<file path="src/rtl/fsm_pkg.sv">
// Shared definitions for both ends of the two-beat float link.
// Covers FSM state encoding, classification codes and IEEE-754 field widths.
package fsm_pkg;

  typedef enum logic [1:0] {
    ST_IDLE     = 2'b00,
    ST_SEND_HI  = 2'b01,
    ST_SEND_LO  = 2'b10,
    ST_GAP_WAIT = 2'b11
  } fsm_state_t;

  localparam logic [1:0] ERR_OK  = 2'b00;
  localparam logic [1:0] ERR_NAN = 2'b01;
  localparam logic [1:0] ERR_INF = 2'b10;
  localparam logic [1:0] ERR_DEN = 2'b11;

  localparam int EXP_W = 8;
  localparam int MAN_W = 23;

endpackage

</file>
<file path="src/rtl/fsm_tx_if.sv">
// Upstream word/request plus downstream beat handshake of the transmitter.
// The master side drives requests and ready; the slave side is the transmitter.
interface fsm_tx_if #(
  parameter int WORD_W = 16
);

  logic                  R_I;
  logic [2*WORD_W-1:0]   dataIn;
  logic                  a_i;
  logic [WORD_W-1:0]     dataOut;
  logic                  r_o;
  logic [1:0]            err;
  logic                  busy;

  modport master (
    output R_I, dataIn, a_i,
    input  dataOut, r_o, err, busy
  );

  modport slave (
    input  R_I, dataIn, a_i,
    output dataOut, r_o, err, busy
  );

endinterface

</file>
<file path="src/rtl/fp_classify.sv">
// Combinational IEEE-754 single-precision classifier.
// Shared by transmitter and receiver so both ends agree on the class codes.
module fp_classify
  import fsm_pkg::*;
(
  input  logic [31:0] i_word,
  output logic [1:0]  o_err
);

  logic [EXP_W-1:0] w_exp;
  logic [MAN_W-1:0] w_man;

  assign w_exp = i_word[30:23];
  assign w_man = i_word[22:0];

  // Exponent all-ones splits NaN from Inf; exponent zero with a mantissa is denormal.
  always_comb begin
    o_err = ERR_OK;
    if (w_exp == {EXP_W{1'b1}}) begin
      if (w_man != {MAN_W{1'b0}}) begin
        o_err = ERR_NAN;
      end else begin
        o_err = ERR_INF;
      end
    end else if ((w_exp == {EXP_W{1'b0}}) && (w_man != {MAN_W{1'b0}})) begin
      o_err = ERR_DEN;
    end else begin
      o_err = ERR_OK;
    end
  end

endmodule

</file>
<file path="src/rtl/fsm_tx.sv">
// Transmit FSM: latches a 32-bit float, sends it as HI then LO beats on valid/ready,
// reports its class on err and enforces GAP idle cycles between frames.
module fsm_tx
  import fsm_pkg::*;
#(
  parameter int WORD_W = 16,
  parameter int GAP    = 1
)(
  input  logic       clk,
  input  logic       reset,
  fsm_tx_if.slave    bus
);

  localparam int CNT_W = (GAP > 0) ? $clog2(GAP + 1) : 1;
  localparam logic [CNT_W-1:0] GAP_LAST = CNT_W'((GAP > 0) ? (GAP - 1) : 0);

  fsm_state_t            r_state;
  logic [2*WORD_W-1:0]   r_hold;
  logic [WORD_W-1:0]     r_data_out;
  logic                  r_r_o;
  logic [1:0]            r_err;
  logic                  r_busy;
  logic [CNT_W-1:0]      r_gap_cnt;
  logic [1:0]            w_err;

  fp_classify u_classify (
    .i_word (bus.dataIn),
    .o_err  (w_err)
  );

  // Frame sequencer with all outputs registered; reset abandons any frame in flight.
  always_ff @(posedge clk) begin
    if (reset) begin
      r_state    <= ST_IDLE;
      r_hold     <= {(2*WORD_W){1'b0}};
      r_data_out <= {WORD_W{1'b0}};
      r_r_o      <= 1'b0;
      r_err      <= ERR_OK;
      r_busy     <= 1'b0;
      r_gap_cnt  <= {CNT_W{1'b0}};
    end else begin
      case (r_state)
        ST_IDLE: begin
          if (bus.R_I) begin
            r_hold     <= bus.dataIn;
            r_err      <= w_err;
            r_data_out <= bus.dataIn[2*WORD_W-1:WORD_W];
            r_r_o      <= 1'b1;
            r_busy     <= 1'b1;
            r_state    <= ST_SEND_HI;
          end
        end
        ST_SEND_HI: begin
          if (bus.a_i) begin
            r_data_out <= r_hold[WORD_W-1:0];
            r_state    <= ST_SEND_LO;
          end else begin
            r_data_out <= r_hold[2*WORD_W-1:WORD_W];
          end
        end
        ST_SEND_LO: begin
          if (bus.a_i) begin
            r_r_o     <= 1'b0;
            r_gap_cnt <= {CNT_W{1'b0}};
            if (GAP > 0) begin
              r_state <= ST_GAP_WAIT;
            end else begin
              r_state <= ST_IDLE;
              r_busy  <= 1'b0;
            end
          end
        end
        ST_GAP_WAIT: begin
          // busy stays high here so a request cannot sneak in before the gap ends
          if (r_gap_cnt == GAP_LAST) begin
            r_state <= ST_IDLE;
            r_busy  <= 1'b0;
          end else begin
            r_gap_cnt <= r_gap_cnt + CNT_W'(1);
          end
        end
        default: begin
          r_state <= ST_IDLE;
          r_r_o   <= 1'b0;
          r_busy  <= 1'b0;
        end
      endcase
    end
  end

  assign bus.dataOut = r_data_out;
  assign bus.r_o     = r_r_o;
  assign bus.err     = r_err;
  assign bus.busy    = r_busy;

endmodule
</file>
<file path="src/flat_wrapper.sv">
// flat-port wrapper written by rule: the top's interface ports become plain ports
module fsm_tx_flat import fsm_pkg::*;
#(
  parameter int WORD_W = 16,
  parameter int GAP    = 1
)
  (clk, reset, bus_R_I, bus_dataIn, bus_a_i, bus_dataOut, bus_r_o, bus_err, bus_busy);
  fsm_tx_if #(.WORD_W(WORD_W)) bus_i ();
  input  logic clk;
  input  logic reset;
  input wire logic [$bits(bus_i.R_I)-1:0] bus_R_I;
  input wire logic [$bits(bus_i.dataIn)-1:0] bus_dataIn;
  input wire logic [$bits(bus_i.a_i)-1:0] bus_a_i;
  output wire logic [$bits(bus_i.dataOut)-1:0] bus_dataOut;
  output wire logic [$bits(bus_i.r_o)-1:0] bus_r_o;
  output wire logic [$bits(bus_i.err)-1:0] bus_err;
  output wire logic [$bits(bus_i.busy)-1:0] bus_busy;
  assign bus_i.R_I = bus_R_I;
  assign bus_i.dataIn = bus_dataIn;
  assign bus_i.a_i = bus_a_i;
  assign bus_dataOut = bus_i.dataOut;
  assign bus_r_o = bus_i.r_o;
  assign bus_err = bus_i.err;
  assign bus_busy = bus_i.busy;
  fsm_tx #(.WORD_W(WORD_W), .GAP(GAP)) u_core (.clk(clk), .reset(reset), .bus(bus_i));
endmodule
</file>
<file path="config.mk">
export PLATFORM = sky130hd
export DESIGN_NAME = fsm_tx_flat
export DESIGN_NICKNAME = d
export VERILOG_FILES = /design/src/rtl/fsm_pkg.sv /design/src/rtl/fsm_tx_if.sv /design/src/rtl/fp_classify.sv /design/src/rtl/fsm_tx.sv /design/src/flat_wrapper.sv
export SDC_FILE = /design/constraint.sdc
export NUM_CORES = 1
export LEC_CHECK = 0
export ABC_AREA = 1
export BUFFER_PORTS_ARGS = -buffer_cell sky130_fd_sc_hd__buf_2
export CAP_MARGIN = 0
export CORE_MARGIN = 4
export CORE_UTILIZATION = 40
export DETAILED_ROUTE_END_ITERATION = 10
export PLACE_DENSITY = 0.58
export SLEW_MARGIN = 25
export SYNTH_ARGS = -nofsm -noshare
export SYNTH_HDL_FRONTEND = slang
export SYNTH_HIERARCHICAL = 1
export SYNTH_SLANG_ARGS = --single-unit
</file>
<file path="constraint.sdc">
create_clock -name clk -period 2.4 [get_ports clk]
set_input_delay 0.24 -clock clk [delete_from_list [all_inputs] [get_ports clk]]
set_output_delay 0.24 -clock clk [all_outputs]
set_load 0.03 [all_outputs]
</file>
==> impl_metrics.json, run 1 <==
{
  "ys_async_sr_fraction_pct": 0,
  "flip_flop_cell_with_the_highest_count_after_synthesis": "dfxtp_1",
  "place.detailed.hpwl_mm": 4.910,
  "finalNetCount": 493,
  "switching_power_mw": 1.687,
  "initial_utilization_pct": 41.48,
  "clock_insertion_delay_worst_skew_ns": 0.31,
  "cts.reportedPaths.clkPinSlew_ns": 0.10,
  "hp-class": "input pin to flip-flop",
  "drive_gt1_share_pct": 21.68,
  "setup_failing_eps_final": 0,
  "total_number_of_yosys_warnings": 6,
  "rr_startpoint": "u_core/r_state[1]$_SDFFE_PP0P_",
  "vdd_drop_max_v": 0.0003552,
  "area_growth_pct": 14.71,
  "seqPwrFrac_pct": 33.3,
  "cts_buffer_depth": 2,
  "cp_slowest_stage_delay_ns": 0.42,
  "crit_slowest_cell": "dfxtp_1",
  "grt_use_total_pct": 16.91,
  "p_comb_share_pct": 47.7,
  "dieArea_um2": 8537,
  "num_io_pins": 56,
  "power_report.internal_total_mw": 2.251,
  "route.detailed.vias_per_inst": 4.617,
  "timing_worst_setup_path_type": "flip-flop to flip-flop",
  "crit_path_start_kind": "flip-flop",
  "num-fill-cells": 752,
  "power_frac_clock_pct": 19.0,
  "syn_avg_cell_area_um2": 7.017,
  "worst_path_dominant_cell_family": "flip-flops",
  "regArea_um2": 1081,
  "clock_sinks": 54,
  "post_synth_instance_area_um2": 2849,
  "reported_max_cap_violation_count": 0,
  "timing.hold.worst.start": "reset",
  "gpl.final_weighted_congestion": 0.7992,
  "synthesis.nets": 448,
  "via_count": 2530,
  "cts-resized-gates": 0,
  "endpoint_kind": "flip-flop",
  "power.static_leakage_nw": 1.583,
  "rsz_0062_raised_after_global_routing": "false",
  "grt.overflow.total": 0,
  "tritoncts": "yes",
  "place.port_buffers": 55,
  "number_of_enable_flip_flop_cells_after_synthesis": 0,
  "ys_seq_elements": 54,
  "worst-slew-pin-transition_ns": 0.5707,
  "synth-seq-area-share_pct": 37.94,
  "numCtsBuffers": 5,
  "netlist-cell-type-count": 23,
  "place_area_um2": 3126,
  "final.setup.tns_ns": 0,
  "highest_net_fanout_along_the_worst_path": 11,
  "p_per_area_nw_per_um2": 1205,
  "min_path_cells": 2,
  "post-cts-setup-buffers": 0,
  "end_of_flow_core_utilization_pct": 47.58,
  "detail_route.drc_violations": 0,
  "routed_wirelength_mm": 6.956,
  "holdBufCountCts": 0,
  "die_height_um": 92.40,
  "grt_max_degree": 68,
  "max-slew-margin-rel_pct": 61.95,
  "fmax_mhz": 593.7,
  "cts-htree-levels": 2,
  "postLayoutCellArea_um2": 3268,
  "chipWidth_um": 92.40,
  "worstRegToRegCells": 7,
  "timing.critical_path.required_ns": 2.61,
  "power_mw": 3.938,
  "grt_first_pass_wirelength_mm": 11.65,
  "timing_max_transition_violations_final": 0,
  "post_synthesis_instance_total": 406,
  "worst_path_depth": 7,
  "period_minus_slack_ns": 1.684,
  "number_of_global_route_vias_before_repair": 2333,
  "crit_start": "u_core/r_state[1]$_SDFFE_PP0P_",
  "ant_nets": 0,
  "worst_clock_skew_ns": 0.007601,
  "finalHoldViolations": 0,
  "number_of_search_and_repair_iterations_in_the_first_detailed_routing_pass": 4,
  "cts_root_buf": "clkbuf_8",
  "initialDrtViolationCount": 134,
  "critPathArrivalTime_ns": 1.89,
  "core_um2": 6869,
  "antennaDiodeCount": 0,
  "multi_input_comb_area_um2": 1371,
  "grt_antenna_before_repair": 0,
  "path_buf_inv": 2,
  "sw_frac_of_total_pct": 42.85,
  "placementRows": 30,
  "outcome": "completed",
  "wl_per_cell_um": 12.69,
  "layout_worst_path_cycle_share_pct": 70.18,
  "critical_path.cell_chain": "inv_1 -> ha_1 -> buf_4 -> o21ai_0 -> nand3_1 -> nand2_1 -> nor2_1"
}
## per-stage QoR
stage          setup WS (ns)  hold WS (ns)  std cells
6_report              0.7156        0.1130        548
5_1_grt               0.5200        0.1038        548
4_1_cts               0.7174        0.1008        548
3_5_place_dp          0.7427        0.4434        540
3_3_place_gp          0.7470        0.4262        540
2_1_floorplan          1.034        0.3185        406
## state kept, by name, summed over array words and instances, names as in the netlist
| name | cells |
|---|---|
| u_core/bus.busy | 1 |
| u_core/bus.r_o | 1 |
| u_core/r_hold | 32 |
| u_core/bus.dataOut | 16 |
| u_core/bus.err | 2 |
| u_core/r_state | 2 |
## final cells by class
cell class                      instances  area share (%)
Tap cell                               96           3.675
Sequential cell                        54           33.08
Multi-Input combinational cell        266           41.96
Timing Repair Buffer                   60           9.571
Clock inverter                          2           1.838
Clock buffer                            6           2.527
Inverter                               64           7.351
## routing by layer
layer / GRT usage, % / vias up / share of wire, %
li1: - / 1359 / -
met5: 0 / - / 0
met1: 24.80 / 1101 / 51
met3: 3.249 / 7 / 5.6
met4: 4.332 / 0 / 1.5
met2: 25.26 / 63 / 42
## cells in the mapped netlist (3+ instances only)
library cell  instances  share of area (%)
a21oi_1              42                7.4
a21oi_2              10                3.1
buf_2                 7                1.2
buf_6                 6                2.4
clkbuf_1              6               0.79
dfxtp_1              54                 38
ha_1                  6                2.6
inv_1                62                8.2
nand2_1              67                8.8
nand2_4               3                1.2
nand3_1              21                3.7
nand3b_1             16                4.2
nand4_1               3               0.66
nor2_1               46                6.1
nor2_2               10                2.2
nor2_4                3                1.2
o21ai_0              36                6.3
## final timing paths
| check | to | slack, ns |
|---|---|---|
| worst max register to register | u_core/r_state[0]$_SDFFE_PP0P_ | 0.72 |
| worst min register to register | u_core/r_hold[20]$_SDFFE_PP0P_ | 0.46 |
| worst min-delay path | u_core/bus.busy$_SDFFE_PP0P_ | 0.11 |
| worst max-delay path | u_core/r_state[0]$_SDFFE_PP0P_ | 0.72 |
## power by group through the flow
stage                     Sequential [mW]  Combinational [mW]  Clock (mW)
after global placement               1.33                1.87           0
after CTS                            1.32                1.89       0.772
after floorplan                      1.60                1.30           0
final                                1.31                1.88       0.749
after global routing                 1.35                2.11       0.802
after detailed placement             1.34                1.88           0
## cells by family after synthesis
family / share of synthesized area (%)
AO/OA/AOI/OAI: 17.04
adder cells (fa/ha/maj): 2.635
buffers and inverters: 13.92
flip-flops: 37.94
AND/OR/NAND/NOR: 28.46
## layout by cell type, fill, tap and decap left out
cell       netlist  final
a21oi_2         10     10
dfxtp_1         54     54
nand3b_1        16     16
bufinv_16        0      2
a211oi_1         1      1
clkbuf_8         0      6
ha_1             6      6
nand4_1          3      3
o21ai_0         36     36
nand3_1         21     21
buf_2            7     55
nor2_1          46     46
buf_4            1      5
nor2_2          10     10
nand2_4          3      3
nor2_4           3      3
nand2_2          2      2
inv_1           62     62
inv_2            2      2
nand2_1         67     67
a21oi_1         42     42
## worst register-to-register path, delay by kind of cell, from the launching register on
kind	cells	cell delay [ns]
fa+ha+maj	1	0.26
flops	1	0.42
compound gates	1	0.38
buf+inv	2	0.30
simple gates	3	0.24
Note: power is estimated with default switching activity, not from simulation.
==> run 2, diff against run 1 <==
Settings changed: ABC_AREA 1 to 0, PLACE_DENSITY 0.58 to 0.59.
Clock period 2.4 ns to 1.6 ns, I/O delays scaled along.
==> run 2 against run 1 <==
Compared with the run above:
- combinational power rose by 8%
- maximum frequency rose by 9.7%
- flip-flop and latch count did not move
- critical path depth fell by 1
- first-iteration DRC count fell by 37%
- cell area fell by 11%
- clock power rose by 13%
- power rose by 22%
- synthesized area fell by 17%
- non-clock buffer count rose by 8
- via count fell by 17%
- die area fell by 15%
- largest power group unchanged
==> impl_metrics.json, run 2 <==
{
  "outcome": "completed",
  "vdd_drop_max_v": 0.0006818,
  "setup_failing_eps_final": 0,
  "critPathArrivalTime_ns": 1.79,
  "post_synth_instance_area_um2": 2376,
  "drive_gt1_share_pct": 25.15,
  "sw_frac_of_total_pct": 39.63,
  "ant_nets": 0,
  "total_number_of_yosys_warnings": 6,
  "numCtsBuffers": 5,
  "grt_max_degree": 33,
  "hp-class": "input pin to flip-flop",
  "netlist-cell-type-count": 29,
  "grt_antenna_before_repair": 0,
  "timing_max_transition_violations_final": 0,
  "routed_wirelength_mm": 5.963,
  "clock_sinks": 54,
  "num_io_pins": 56,
  "clock_insertion_delay_worst_skew_ns": 0.31,
  "timing.critical_path.required_ns": 1.86,
  "synth_commonest_cells": "nand2_1 (71), a21oi_1 (54), dfxtp_1 (54), mux2i_1 (18), nor2_1 (17)",
  "finalHoldViolations": 0,
  "flip_flop_cell_with_the_highest_count_after_synthesis": "dfxtp_1",
  "ys_seq_elements": 54,
  "max_flop_register": "u_core/r_hold",
  "highest_net_fanout_along_the_worst_path": 16,
  "multi_input_comb_area_um2": 1202,
  "hold-worst-slack_ns": 0.09315,
  "place.port_buffers": 55,
  "worst-slew-pin-transition_ns": 0.4261,
  "dieArea_um2": 7237,
  "grt_first_pass_wirelength_mm": 9.915,
  "max_ffs_per_register": 32,
  "gpl.final_weighted_congestion": 0.7178,
  "power_frac_clock_pct": 17.8,
  "p_comb_share_pct": 42.3,
  "synth-seq-area-share_pct": 45.50,
  "max-slew-margin-rel_pct": 71.52,
  "layout_common_cells": "nand2_1 (71), buf_2 (55), a21oi_1 (54), dfxtp_1 (54)",
  "synthMostInstantiatedCell": "nand2_1",
  "number_of_global_route_vias_before_repair": 2014,
  "grt.overflow.total": 0,
  "area_growth_pct": 22.75,
  "syn_avg_cell_area_um2": 8.308,
  "switching_power_mw": 1.897,
  "end_of_flow_core_utilization_pct": 51.70,
  "synth.largest_area_cell": "dfxtp_1",
  "ys_async_sr_fraction_pct": 0,
  "cts.reportedPaths.clkPinSlew_ns": 0.10,
  "crit_start": "u_core/r_state[1]$_SDFFE_PP0P_",
  "most_common_library_cell_in_the_layout_ignoring_fill_and_taps": "nand2_1",
  "synthesis.nets": 328,
  "worst_clock_skew_ns": 0.006582,
  "num-fill-cells": 563,
  "post_synthesis_instance_total": 286,
  "power.static_leakage_nw": 1.261,
  "reported_max_cap_violation_count": 0,
  "path_buf_inv": 2,
  "critical_path.cell_chain": "inv_1 -> ha_1 -> mux2i_2 -> and2_4 -> buf_12 -> a22o_1",
  "timing.hold.worst.start": "bus_dataIn[8]",
  "detail_route.drc_violations": 0,
  "place.detailed.hpwl_mm": 4.211,
  "synth.top_cells.by_area": "dfxtp_1 (45%), a21oi_1 (11%), nand2_1 (11%), mux2i_1 (7.6%), a22o_1 (5.9%)",
  "worst_path_dominant_cell_family": "flip-flops",
  "route.detailed.vias_per_inst": 5.087,
  "crit_path_start_kind": "flip-flop",
  "initial_utilization_pct": 42.12,
  "antennaDiodeCount": 0,
  "via_count": 2106,
  "number_of_search_and_repair_iterations_in_the_first_detailed_routing_pass": 4,
  "cts_buffer_depth": 2,
  "timing_worst_setup_path_type": "flip-flop to flip-flop",
  "finalNetCount": 383,
  "fmax_mhz": 651.3,
  "wl_per_cell_um": 14.40,
  "grt_use_total_pct": 16.88,
  "initialDrtViolationCount": 85,
  "crit_slowest_cell": "dfxtp_1",
  "p_per_area_nw_per_um2": 1642,
  "core_um2": 5642,
  "placementRows": 27,
  "synthDominantCellAreaShare_pct": 45.50,
  "seqPwrFrac_pct": 39.9,
  "cts-htree-levels": 2,
  "cp_slowest_stage_delay_ns": 0.33,
  "regArea_um2": 1081,
  "endpoint_kind": "flip-flop",
  "tritoncts": "yes",
  "chipWidth_um": 85.07,
  "power_report.internal_total_mw": 2.890,
  "number_of_enable_flip_flop_cells_after_synthesis": 0,
  "period_minus_slack_ns": 1.535,
  "die_height_um": 85.07,
  "rr_startpoint": "u_core/r_state[1]$_SDFFE_PP0P_",
  "cts_root_buf": "clkbuf_8",
  "layout_worst_path_cycle_share_pct": 95.96
}
## run 2: repair_timing
item	4_1_cts	5_1_grt
setup endpoints to repair	16	18
resized for setup	1	5
hold buffers	0	0
setup buffers	0	0
cloned	0	0
## run 2: area by class of cell
type	instances	share of cell area, %
inverters	4	0.5148
clock buffers	7	3.303
flip-flops and latches	54	37.07
clock inverters	1	0.3003
repair buffers	68	14.50
multi-input cells	208	41.23
well taps	72	3.089
## run 2: kinds of logic (layout without fill, tap and decap cells)
family,Yosys count,after routing,synth area share (%)
flops,54,54,45.50
fa+ha+maj,6,6,3.159
buf+inv,24,80,4.950
mux,19,19,8.057
simple gates,107,107,19.06
compound gates,76,76,19.27
## run 2: power by group through the flow
stage / Sequential [mW] / Clock (mW) / Combinational (mW)
floorplan: 2.30 / 0 / 0.972
global placement: 1.94 / 0 / 1.96
detailed placement: 1.94 / 0 / 1.99
CTS: 1.91 / 0.882 / 2.00
global route: 1.96 / 0.936 / 2.22
finish: 1.91 / 0.850 / 2.03
## run 2: per-stage QoR
stage | instances | total power [mW] | worst slack [ns] | setup TNS, ns | instance area, um^2
3_3_place_gp | 406 | 3.901 | -0.01110 | -0.01110 | 2786
2_1_floorplan | 286 | 3.273 | 0.03393 | 0 | 2376
5_1_grt | 414 | 5.121 | -0.02309 | -0.2449 | 2917
3_5_place_dp | 406 | 3.926 | -0.07324 | -0.8008 | 2786
4_1_cts | 414 | 4.791 | 0.02955 | 0 | 2897
6_report | 414 | 4.788 | 0.06459 | 0 | 2917
## run 2: worst paths after layout
check	to	slack (ns)	cells after the start
worst max-delay path	u_core/bus.dataOut[5]$_SDFFE_PP0P_	0.06	6
worst min-delay path	u_core/r_hold[8]$_SDFFE_PP0P_	0.09	3
worst max register to register	u_core/bus.dataOut[5]$_SDFFE_PP0P_	0.06	6
worst min register to register	u_core/r_hold[31]$_SDFFE_PP0P_	0.46	2
## run 2: routing by layer
metal  vias to the layer above  part of all wire [%]  GRT usage, %
met3                         6                   5.9         4.078
met2                        48                    46         26.48
li1                       1092                     -             -
met1                       960                    47         23.08
met5                         -                     0             0
met4                         0                   1.2         4.748
## run 2: worst min-delay path, stage by stage
cell and delay [ns]:
buf_2 0.10, nand2_1 0.05, a21oi_1 0.05
==> run 3, diff against run 2 <==
Settings changed: CELL_PAD_IN_SITES_DETAIL_PLACEMENT from default to 0, CELL_PAD_IN_SITES_GLOBAL_PLACEMENT from default to 1, CORE_UTILIZATION 40 to 35, CTS_BUF_LIST from default to sky130_fd_sc_hd__clkbuf_16, PLACE_DENSITY 0.59 to 0.69.
==> run 3 against run 2 <==
Compared with the run above:
- flip-flop and latch count unchanged
- register-to-register slack better by 0.03 ns
- core utilization down 6.2 points
- clock power up 20%
- via count about the same
- clock skew down 0.0025 ns
- sequential power about the same
- critical endpoint is now u_core/bus.dataOut[4]$_SDFFE_PP0P_
- largest cell class unchanged
==> impl_metrics.json, run 3 (synthesis gave the netlist of run 2 again) <==
{
  "outcome": "completed",
  "layout_worst_path_cycle_share_pct": 94.29,
  "grt_antenna_before_repair": 0,
  "number_of_search_and_repair_iterations_in_the_first_detailed_routing_pass": 4,
  "holdBufCountCts": 0,
  "period_minus_slack_ns": 1.509,
  "max_flop_register": "u_core/r_hold",
  "reported_max_cap_violation_count": 0,
  "timing.hold.worst.start": "bus_dataIn[8]",
  "worst_flop_to_flop_path_endpoint": "u_core/bus.dataOut[4]$_SDFFE_PP0P_",
  "core_um2": 6459,
  "rr_startpoint": "u_core/r_state[0]$_SDFFE_PP0P_",
  "initialDrtViolationCount": 125,
  "place.detailed.hpwl_mm": 4.450,
  "die_height_um": 90.40,
  "hp-class": "input pin to flip-flop",
  "worst-slew-pin-transition_ns": 0.4069,
  "grt.overflow.total": 0,
  "placed_cells": 414,
  "worst_clock_skew_ns": 0.004071,
  "highest_net_fanout_along_the_worst_path": 8,
  "p_per_area_nw_per_um2": 1680,
  "cts_buffer_depth": 2,
  "postLayoutCellArea_um2": 2935,
  "timing.critical_path.required_ns": 1.78,
  "worstRegToRegCells": 6,
  "post_layout_cell_count": 421,
  "critPathArrivalTime_ns": 1.69,
  "gpl.final_weighted_congestion": 0.7826,
  "detail_route.drc_violations": 0,
  "max-slew-margin-rel_pct": 72.88,
  "grt_first_pass_wirelength_mm": 10.01,
  "tritoncts": "yes",
  "number_of_global_route_vias_before_repair": 1996,
  "placementRows": 29,
  "via_count": 2105,
  "most_common_library_cell_in_the_layout_ignoring_fill_and_taps": "nand2_1",
  "timing_max_transition_violations_final": 0,
  "clock_insertion_delay_worst_skew_ns": 0.28,
  "fmax_mhz": 662.8,
  "routed_wirelength_mm": 6.057,
  "route.detailed.vias_per_inst": 5.000,
  "ant_nets": 0,
  "setup_failing_eps_final": 0,
  "initial_utilization_pct": 36.79,
  "r2r_slack_ns": 0.09,
  "post-cts-setup-buffers": 0,
  "clock_sinks": 54,
  "power.static_leakage_nw": 1.276,
  "place.port_buffers": 55,
  "chipWidth_um": 90.40,
  "cts.reportedPaths.clkPinSlew_ns": 0.07,
  "layout_common_cells": "nand2_1 (71), buf_2 (55), a21oi_1 (54), dfxtp_1 (54)",
  "crit_path_start_kind": "flip-flop",
  "max_ffs_per_register": 32,
  "wl_per_cell_um": 14.39,
  "num_io_pins": 56,
  "endpoint_kind": "flip-flop",
  "holdPathEnd": "u_core/r_hold[8]$_SDFFE_PP0P_",
  "timing_worst_setup_path_type": "flip-flop to flip-flop",
  "cts-htree-levels": 2,
  "vdd_drop_max_v": 0.0005586,
  "cts_root_buf": "clkbuf_16",
  "area_growth_pct": 23.54,
  "antennaDiodeCount": 0,
  "grt_max_degree": 35,
  "grt_use_total_pct": 15.02,
  "dieArea_um2": 8171,
  "drive_gt1_share_pct": 24.13,
  "min_path_cells": 3,
  "finalHoldViolations": 0,
  "numCtsBuffers": 5,
  "final.setup.tns_ns": 0,
  "finalNetCount": 386,
  "place_area_um2": 2790
}
## run 3: cell types whose count changed in the layout (fill, tap and decap cells not counted), sizes merged
cell      delta
clkbuf       -2
clkinvlp     +1
buf          +3
clkinv       -1
inv          +1
## run 3: metrics by stage
step	power (mW)	hold slack, ns	utilization [%]	worst slack (ns)
finish	4.931	0.1259	45.45	0.09136
global route	5.265	0.1185	45.45	-0.005448
CTS	4.985	0.1197	45.39	0.06293
detailed placement	3.935	0.4211	43.20	-0.03935
global placement	3.914	0.4189	43.20	0.02391
floorplan	3.273	0.2960	-	0.03393
## run 3: worst max-delay path, stage by stage, from the launching register on
cell     delay [ns]
dfxtp_1        0.34
inv_1          0.07
ha_1           0.23
mux2i_2        0.18
and2_1         0.19
buf_4          0.17
a22o_1         0.23
## run 3: worst max-delay path by stage
stage                                    from                                 end  slack (ns)  cells past startpoint
5_1_grt        u_core/r_state[1]$_SDFFE_PP0P_  u_core/bus.dataOut[6]$_SDFFE_PP0P_      -0.005                      6
3_5_place_dp   u_core/r_state[0]$_SDFFE_PP0P_  u_core/bus.dataOut[9]$_SDFFE_PP0P_       -0.04                      5
2_1_floorplan  u_core/r_state[0]$_SDFFE_PP0P_  u_core/bus.dataOut[0]$_SDFFE_PP0P_        0.03                      7
3_3_place_gp   u_core/r_state[0]$_SDFFE_PP0P_  u_core/bus.dataOut[9]$_SDFFE_PP0P_        0.02                      5
4_1_cts        u_core/r_state[0]$_SDFFE_PP0P_  u_core/bus.dataOut[4]$_SDFFE_PP0P_        0.06                      6
6_report       u_core/r_state[0]$_SDFFE_PP0P_  u_core/bus.dataOut[4]$_SDFFE_PP0P_        0.09                      6
## run 3: layout make-up
class / count / area (um^2)
Clock buffer: 5 / 125.1
Timing Repair Buffer: 71 / 420.4
Fill cell: 653 / 3523
Multi-Input combinational cell: 208 / 1186
Inverter: 4 / 15.01
Clock inverter: 2 / 11.26
Sequential cell: 54 / 1081
Tap cell: 77 / 96.34
## run 3: power breakdown
| part | internal (mW) | switching (mW) | total (mW) |
|---|---|---|---|
| combinational | 0.754 | 1.24 | 1.99 |
| clock | 0.566 | 0.456 | 1.02 |
| sequential | 1.72 | 0.202 | 1.92 |
| total | 3.04 | 1.89 | 4.93 |
## run 3: repair_timing
| action | CTS | global route |
|---|---|---|
| pin swaps | 0 | 0 |
| gates resized for setup | 1 | 1 |
| setup endpoints to repair | 16 | 13 |
## run 3: routing by layer
| metal | part of all wire, % | track usage (%) |
|---|---|---|
| met5 | 0 | 0 |
| met4 | 0.68 | 3.061 |
| met3 | 3.1 | 3.833 |
| met2 | 45 | 22.90 |
| met1 | 51 | 21.42 |
